### src/rtl/fu_pipe_unit.sv
// DySER fabric functional unit: per-direction operand FIFOs, credit-gated issue,
// and a LAT-deep valid-tracked result pipeline driving the SE output.
module fu_pipe_unit #(
  parameter int ID          = 0,
  parameter int DATA_W      = 32,
  parameter int DEPTH       = 2,
  parameter int LAT         = 4,
  parameter int OUT_CREDITS = 2
) (
  input  logic              clk,
  input  logic              rst,
  input  logic [15:0]       conf,
  input  logic [DATA_W+1:0] d_in_NW,
  input  logic [DATA_W+1:0] d_in_NE,
  input  logic [DATA_W+1:0] d_in_SE,
  input  logic [DATA_W+1:0] d_in_SW,
  input  logic              c_in_SE,
  output logic              c_out_NW,
  output logic              c_out_NE,
  output logic              c_out_SE,
  output logic              c_out_SW,
  output logic [DATA_W+1:0] d_out_SE,
  output logic              busy,
  output logic              err
);
  localparam int TW  = DATA_W + 2;
  localparam int CW  = $clog2(DEPTH + 1);
  localparam int PW  = (DEPTH > 1) ? $clog2(DEPTH) : 1;
  localparam int KW  = $clog2(OUT_CREDITS + 1);
  localparam int SHW = $clog2(DATA_W);

  logic [3:0] func;
  logic       const_en;
  logic [3:0] cnst;
  logic [1:0] r_sel, l_sel, p_sel;
  logic       p_inv;
  assign {func, const_en, cnst, r_sel, l_sel, p_sel, p_inv} = conf;

  // Direction index equals the direction code: SW=0 NW=1 NE=2 SE=3.
  logic [TW-1:0]   d_in [4];
  logic [DATA_W:0] head [4];   // {data, meta}
  logic [3:0]      used, nonempty, pop, push_ovf;
  logic            fire, credit_ovf;
  logic [KW-1:0]   credits;

  assign d_in[0] = d_in_SW;
  assign d_in[1] = d_in_NW;
  assign d_in[2] = d_in_NE;
  assign d_in[3] = d_in_SE;

  for (genvar g = 0; g < 4; g++) begin : g_fifo
    logic [DATA_W:0] mem [DEPTH];
    logic [PW-1:0]   rd_ptr, wr_ptr;
    logic [CW-1:0]   cnt;
    logic            push;

    // A full FIFO still accepts when the same cycle pops it.
    assign push        = d_in[g][0] && ((cnt != CW'(DEPTH)) || pop[g]);
    assign push_ovf[g] = d_in[g][0] && !push;
    assign nonempty[g] = (cnt != '0);
    assign head[g]     = mem[rd_ptr];
    assign used[g]     = (l_sel == 2'(g)) || (p_sel == 2'(g)) || (!const_en && (r_sel == 2'(g)));

    always_ff @(posedge clk) begin
      if (push) mem[wr_ptr] <= d_in[g][TW-1:1];
    end

    always_ff @(posedge clk or negedge rst) begin
      if (!rst) begin
        rd_ptr <= '0;
        wr_ptr <= '0;
        cnt    <= '0;
      end else begin
        if (push)   wr_ptr <= (wr_ptr == PW'(DEPTH - 1)) ? '0 : wr_ptr + 1'b1;
        if (pop[g]) rd_ptr <= (rd_ptr == PW'(DEPTH - 1)) ? '0 : rd_ptr + 1'b1;
        case ({push, pop[g]})
          2'b10:   cnt <= cnt + 1'b1;
          2'b01:   cnt <= cnt - 1'b1;
          default: cnt <= cnt;
        endcase
      end
    end
  end

  // Flow control: a result may only be issued while a downstream credit is held; the
  // credit is consumed at fire so the pipeline never stalls. Each popped entry is
  // returned upstream as a one-cycle c_out pulse in the fire cycle.
  assign fire = (&(~used | nonempty)) && (credits != '0);
  assign pop  = fire ? used : 4'b0000;
  assign {c_out_SE, c_out_NE, c_out_NW, c_out_SW} = pop;

  logic [DATA_W-1:0] op_l, op_r, cst_ext, res;
  logic              pred;

  assign cst_ext = {{(DATA_W-4){cnst[3]}}, cnst};
  assign op_l    = head[l_sel][DATA_W:1];
  assign op_r    = const_en ? cst_ext : head[r_sel][DATA_W:1];
  assign pred    = head[p_sel][0] ^ p_inv;

  always_comb begin
    res = '0;
    case (func)
      4'd0:    res = op_l + op_r;
      4'd1:    res = op_l - op_r;
      4'd2:    res = op_l * op_r;
      4'd3:    res = op_l & op_r;
      4'd4:    res = op_l | op_r;
      4'd5:    res = op_l ^ op_r;
      4'd6:    res = op_l << op_r[SHW-1:0];
      4'd7:    res = op_l >> op_r[SHW-1:0];
      4'd8:    res = {{(DATA_W-1){1'b0}}, ($signed(op_l) < $signed(op_r))};
      4'd9:    res = {{(DATA_W-1){1'b0}}, (op_l == op_r)};
      4'd10:   res = pred ? op_l : op_r;
      4'd11:   res = op_l;
      default: res = '0;
    endcase
  end

  assign credit_ovf = c_in_SE && !fire && (credits == KW'(OUT_CREDITS));

  always_ff @(posedge clk or negedge rst) begin
    if (!rst) begin
      credits <= KW'(OUT_CREDITS);
      err     <= 1'b0;
    end else begin
      if (c_in_SE && !fire && !credit_ovf) credits <= credits + 1'b1;
      else if (fire && !c_in_SE)           credits <= credits - 1'b1;
      if (credit_ovf || (|push_ovf)) err <= 1'b1;
    end
  end

  logic [LAT-1:0]  pv;
  logic [DATA_W:0] pd [LAT];   // {result, predicate}, zero when the stage is empty

  always_ff @(posedge clk or negedge rst) begin
    if (!rst) begin
      pv <= '0;
      for (int i = 0; i < LAT; i++) pd[i] <= '0;
    end else begin
      pv[0] <= fire;
      pd[0] <= fire ? {res, pred} : '0;
      for (int i = 1; i < LAT; i++) begin
        pv[i] <= pv[i-1];
        pd[i] <= pd[i-1];
      end
    end
  end

  assign d_out_SE = {pd[LAT-1], pv[LAT-1]};
  assign busy     = (|nonempty) || (|pv);
endmodule

### config.mk
export PLATFORM = sky130hd
export DESIGN_NAME = fu_pipe_unit
export DESIGN_NICKNAME = d
export VERILOG_FILES = /design/src/rtl/fu_pipe_unit.sv
export SDC_FILE = /design/constraint.sdc
export NUM_CORES = 2
export LEC_CHECK = 0
export CAP_MARGIN = 20
export CORE_ASPECT_RATIO = 0.5
export CORE_MARGIN = 4
export CORE_UTILIZATION = 37
export CTS_BUF_LIST = sky130_fd_sc_hd__clkbuf_16
export DETAILED_ROUTE_END_ITERATION = 12
export PLACE_DENSITY_LB_ADDON = 0.3
export SLEW_MARGIN = 30
export SYNTH_ARGS = -nofsm -noshare
export SYNTH_HDL_FRONTEND = slang
export SYNTH_SLANG_ARGS = --single-unit
### constraint.sdc
create_clock -name clk -period 20.5 [get_ports clk]
set_input_delay 4.1 -clock clk [delete_from_list [all_inputs] [get_ports clk]]
set_output_delay 4.1 -clock clk [all_outputs]
set_load 0.03 [all_outputs]
# [Yosys cells after proc, flatten, opt, wreduce, memory -nomap -nowiden]
# Memory sizes are Yosys's and may differ from the RTL's.
# Cells that the tools add are included.
[op_classes] n_lt_le_gt_ge=4 reduce_logical=57 multipliers=1 addsub=20 div=0 bitwise_logic=9 n_mux=36 eq_ne=34 n_shift=2
[ops] operator="$pmux 32 s12" n=1
[ops] operator="$bmux 33 s2" n=3
[ops] operator="$mux 33" n=5
[ops] operator="$mux 32" n=2
[ops] operator="$add 32x32->32" n=1
[ops] operator="$and 32x32->32" n=1
[ops] operator="$eq 32x32->1" n=1
[ops] operator="$lt 32x32->1" n=1
[ops] operator="$mul 32x32->32" n=1
[ops] operator="$or 32x32->32" n=1
[ops] operator="$shl 32x5->32" n=1
[ops] operator="$shr 32x5->32" n=1
[ops] operator="$sub 32x32->32" n=1
[ops] operator="$xor 32x32->32" n=1
[ops] operator="$eq 2x2->1 const B" n=11
[ops] operator="$reduce_bool 2->1" n=10
[ops] operator="$mux 1" n=18
[ops] operator="$logic_and 1x1->1" n=17
[ops] operator="$eq 4x3->1 const B" n=4
[ops] operator="$eq 4x4->1 const B" n=4
[ops] operator="$pmux 2 s2" n=4
[ops] operator="$eq 2x1->1 const B" n=7
[ops] operator="$logic_or 1x1->1" n=14
[ops] operator="$reduce_or 4->1" n=3
[ops] operator="17 further kinds" n=50
[totals] ff_bits=155 elab_cells=186 out_inout_bits=40 n_memories=4 latchBits=0 mem_bits_ro=0 mem_bits_rw=264 input_bits=155
[mem_list] memory="g_fifo[0].mem" depth=2 width=33 read_ports=1 rd_ports_with_merged_regs=0 write_ports=1 line_no="52" source="logic [DATA_W:0] mem [DEPTH];"
[mem_list] memory="g_fifo[1].mem" depth=2 width=33 read_ports=1 rd_ports_with_merged_regs=0 write_ports=1 line_no="52"
[mem_list] memory="g_fifo[2].mem" depth=2 width=33 read_ports=1 rd_ports_with_merged_regs=0 write_ports=1 line_no="52"
[mem_list] memory="g_fifo[3].mem" depth=2 width=33 read_ports=1 rd_ports_with_merged_regs=0 write_ports=1 line_no="52"

# [Logic depth before layout (Yosys ltp)]
[depth] depth_word=14 ltp_mapped=37 ltp_nobuf=32

# [Worst setup path before layout]
# Ideal clock, no wire load.
[synth_path] path_type="in2reg" from="in conf[5]" to="reg pd[131] in the netlist's numbering" required_time_ns=20.364 arrival_ns=12.633 path_buffers=5 setup_time_ns=0.136 cell_stages=32 path_slack_ns=7.730 cell_sequence="buf_2 inv_1 mux4_2 mux2i_2 buf_2 clkbuf_1 clkbuf_1 buf_1 nor2_1 fa_1 inv_1 fa_1 fa_1 fa_1 inv_1 fa_1 inv_1 fa_1 inv_1 fa_1 fa_1 ha_1 a21oi_1 o21ai_0 a21oi_1 o21ai_0 a211oi_1 o21bai_1 a311oi_1 xnor3_1 a211oi_1 a21oi_1"
[synth_via] elab_chain_cells=8 elab_cells_between_ends=32 classes_between="add/sub (2); mul (1); eq/ne (3); shift (2); mux (7); bitwise (6); reduce/logical (11)"
[synth_rtl] element="start, declared" line_no="12" source="input logic [15:0] conf,"
[synth_rtl] element="$not 2->3 (not written as such) (tied with other cells)" line_no="97" source="assign op_r = const_en ? cst_ext : head[r_sel][DATA_W:1];"
[synth_rtl] element="$bmux 33 s2 or $logic_and 1x1->1 (tied branches)" line_no="97, 62"
[synth_rtl] element="$mux 33 (not written as such) or $logic_or 1x1->1 (tied branches)" line_no="97, 62"
[synth_rtl] element="$mux 33 (not written as such) or $not 4->4 (tied branches)" line_no="97, 88"
[synth_rtl] element="$mux 32 or $or 4x4->4 (tied branches)" line_no="97, 88"
[synth_rtl] element="$mul 32x32->32 (tied with other cells)" line_no="105" source="4'd2: res = op_l * op_r;"
[synth_rtl] element="$pmux 32 s12 or $logic_and 1x1->1 (tied branches)" line_no="102, 88"
[synth_rtl] element="$mux 33 *" line_no="141" source="pd[0] <= fire ? {res, pred} : '0;"
[synth_rtl] element="end signal, assigned by index" line_no="144" source="pd[i] <= pd[i-1];"
[synth_rtl] element="end, declared" line_no="133" source="logic [DATA_W:0] pd [LAT];"
# Every way passes the cells marked *; elsewhere a longest branch is shown, timed or not. The select of a mux whose other input is x is not followed.
# A chain may end at the register's enable or synchronous reset.

# [Final worst setup path]
[layout_path] from="in conf[3]" to="reg pd[131] in the netlist's numbering"
[layout_via] elab_chain_cells=8 elab_cells_between_ends=31 classes_between="add/sub (2); mul (1); eq/ne (3); shift (2); mux (6); bitwise (6); reduce/logical (11)"
[layout_rtl] element="parallel branches: the longest is 7 deep, another holds $mul 32x32->32"
[layout_rtl] element="$mux 33 *" line_no="141"
# Mark *: on every way between the ends. The select of a mux whose other input is x is not followed.

==> flow_metrics.env <==
export IMPL_finClkSkew_ps=29.19
export IMPL_synthTopCellsByArea="fa_1 (21%), edfxtp_1 (20%), dfrtp_1 (9.8%), ha_1 (7.1%), mux2i_1 (5.7%)"
export IMPL_crit_top_cell="fa_1"
export IMPL_required_ps=20940
export IMPL_fp_dieArea_um2=111800
export IMPL_rows=84
export IMPL_clk_pin_slew_ps=60
export IMPL_grt_antenna_before_repair=5
export IMPL_min_path_type="flip-flop to flip-flop"
export IMPL_slowest_delay_ps=720
export IMPL_synth_top_area_share_pct=20.89
export IMPL_timing_fmax_mhz=73.39
export IMPL_syn_num_nets=4717
export IMPL_ys_seq_area_share_pct=30.04
export IMPL_port_buffers=194
export IMPL_finalSetupTns_ps=0
export IMPL_hold_depth=0
export IMPL_yosysWarnings=0
export IMPL_slew_headroom_pct=28.93
export IMPL_synth_avg_cell_area_um2=10.01
export IMPL_n_fill_cell=10131
export IMPL_hold_path_end="d_out_SE[6]"
export IMPL_die_y_um=238.5
export IMPL_grt_pass1_vias=31858
export IMPL_worstPathArrival_ps=14060
export IMPL_outcome="complete, no violations"
export IMPL_critPathSlowestCell="clkdlybuf4s50_1"
export IMPL_grt_usage_pct=27.58
export IMPL_r2r_start="g_fifo[0].rd_ptr"
export IMPL_synth_edf_count=264
export IMPL_cts_buffers=40
export IMPL_layout_drive_gt1_share_pct=7.649
export IMPL_drc=0
export IMPL_cap_violations=0
export IMPL_worstMarginPinSlew_ps=1063
export IMPL_via_per_inst=5.720
export IMPL_fin_nets=4798
export IMPL_syn_area_um2=39300
export IMPL_grt_pass1_wl_um=225400
export IMPL_die_w_um=468.9
export IMPL_initial_core_util_pct=37.36
export IMPL_hold_viol=0
export IMPL_synthArstFlopShare_pct=36.99
export IMPL_ioPinCount=195
export IMPL_grt_max_degree=80
export IMPL_rr_endpoint="pd[130]"
export IMPL_synth_cells=3928
export IMPL_worst_r2r_setup_slack_ps=10260
export IMPL_drtIter0Drc=3665
export IMPL_synth_cell_types=88
export IMPL_maxSlewViolCount=0
export IMPL_finalCriticalPeriod_ps=13630
export IMPL_setup_viol=0
export IMPL_start_kind="primary input"
export IMPL_synth_top_cell_by_area="fa_1"
export IMPL_final_period_utilization_pct=66.47
export IMPL_hold_buffers=0
export IMPL_gr_total_overflow=0
export IMPL_core_area_um2=105200
export IMPL_worstRegToRegCells=26
export IMPL_dp_hpwl_um=119200
export IMPL_clock_path_buffers=3
export IMPL_synth_seq_cells=419
export IMPL_cts_tree="done"
export IMPL_syn_to_final_growth_pct=12.14
export IMPL_post_cts_buffers=0
export IMPL_gp_congestion=1.005
export IMPL_insertion_delay_ps=600
export IMPL_critPathMaxFanout=32
export IMPL_crit_type="primary input to flip-flop"
export IMPL_wl_um=155000
export IMPL_ys_flop_type="edfxtp_1"
export IMPL_wl_per_cell_um=28.39
export IMPL_clockRootBuffer="clkbuf_16"
export IMPL_cts_sinks=419
export IMPL_num_vias=31233
export IMPL_first_pass_iters=6
export IMPL_worstSetupEndpointType="flip-flop"
export IMPL_cts_resized=0
export IMPL_grt_setup_unrepaired="false"
export IMPL_antenna_left=0
export IMPL_min_from="pd[38]"
export IMPL_h_tree_depth=2
-- routing by layer --
layer	up-vias	global-route usage [%]	part of all wire [%]
met2	1733	41.72	43
met3	303	6.553	10
met4	0	8.804	3.7
met5	-	0.2946	0
li1	13264	-	-
met1	15933	39.11	43
-- metrics by stage --
| step | setup slack, ps | cells | utilization [%] | hold slack, ps | cell area [um^2] |
|---|---|---|---|---|---|
| after floorplan | 7730 | 3928 | - | 331.2 | 39300 |
| after global placement | 6480 | 5381 | 40.43 | 332.9 | 42540 |
| after detailed placement | 6375 | 5386 | 40.55 | 334.7 | 42660 |
| after CTS | 6974 | 5459 | 41.88 | 346.9 | 44060 |
| after global routing | 6412 | 5459 | 41.89 | 346.8 | 44070 |
| final | 6874 | 5460 | 41.89 | 342.7 | 44070 |
-- critical path, delay by kind of cell --
family	cells	cell delay [ps]
compound gates	8	1720
mux	1	350
xor+xnor	1	460
fa+ha+maj	10	4470
buf+inv	9	2880
-- kinds of logic (layout without fill, tap and decap cells) --
kind of cell / count (synthesis) / after routing / share of synthesized area (%)
AOI/OAI and AO/OA: 621 / 621 / 10.40
adders and majority gates: 634 / 634 / 28.02
DFF: 419 / 419 / 30.04
muxes: 313 / 313 / 9.086
and+or+nand+nor: 1062 / 1062 / 11.21
xor gates and xnor gates: 123 / 123 / 3.021
buffers and inverters: 756 / 868 / 8.217
other: 0 / 1 / 0
-- Yosys cell counts (all sizes together) (16+ instances only) --
library cell and instances:
nor2 562, inv 488, fa 410, nand2 313, edfxtp 264, mux2i 227
ha 224, dfrtp 154, a21oi 144, clkbuf 139, o21ai 139, buf 116
xnor2 90, mux2 58, nor3 53, a211oi 37, a31oi 35, o22ai 33
a221oi 32, a21o 31, o221ai 31, mux4 28, o211ai 28, nand3 27
nand2b 25, xor2 25, a22oi 18, or3 16
-- worst max path at each step --
stage	slack [ps]	end	from
final	6870	pd[131]	conf[3]
after CTS	6970	pd[131]	conf[3]
after global routing	6410	pd[130]	conf[3]
after detailed placement	6370	pd[131]	conf[3]
after global placement	6480	pd[131]	conf[3]
after floorplan	7730	pd[131]	conf[5]
-- area by class of cell --
cell class                      count  area [um^2]  share of cell area [%]
Antenna cell                        1        2.502                0.005678
Clock buffer                       43         1076                   2.442
Clock inverter                     30        325.3                  0.7382
Inverter                          501         1883                   4.273
Multi-Input combinational cell   2753        24440                   55.45
Sequential cell                   419        11810                   26.80
Tap cell                         1419         1775                   4.029
Timing Repair Buffer              294         2760                   6.263
-- layout by cell type, fill, tap and decap left out, types with 27 or more instances in the layout --
cell type and count:
o221ai_1 31, mux2i_1 225, nor2_1 552, clkbuf_16 43
nand3_1 27, a221oi_1 32, fa_1 410, ha_1 224
mux2_2 54, mux4_2 28, clkdlybuf4s50_1 190, nand2_1 311
edfxtp_1 264, dfrtp_1 150, a21oi_1 140, a31oi_1 35
nor3_1 40, o22ai_1 33, xnor2_1 90, a21o_1 30
buf_4 94, a211oi_1 35, o21ai_0 123, inv_1 491
-- registers in the layout, indices dropped and copies added (netlist names) --
register / count
g_fifo.cnt: 8
err: 1
pd: 99
credits: 2
pv: 4
g_fifo.rd_ptr: 4
g_fifo.wr_ptr: 4
g_fifo.mem: 264
d_out_SE: 33
Power is not shown: default switching activity piles up to over one toggle a cycle in this logic, so the estimate is an artifact.
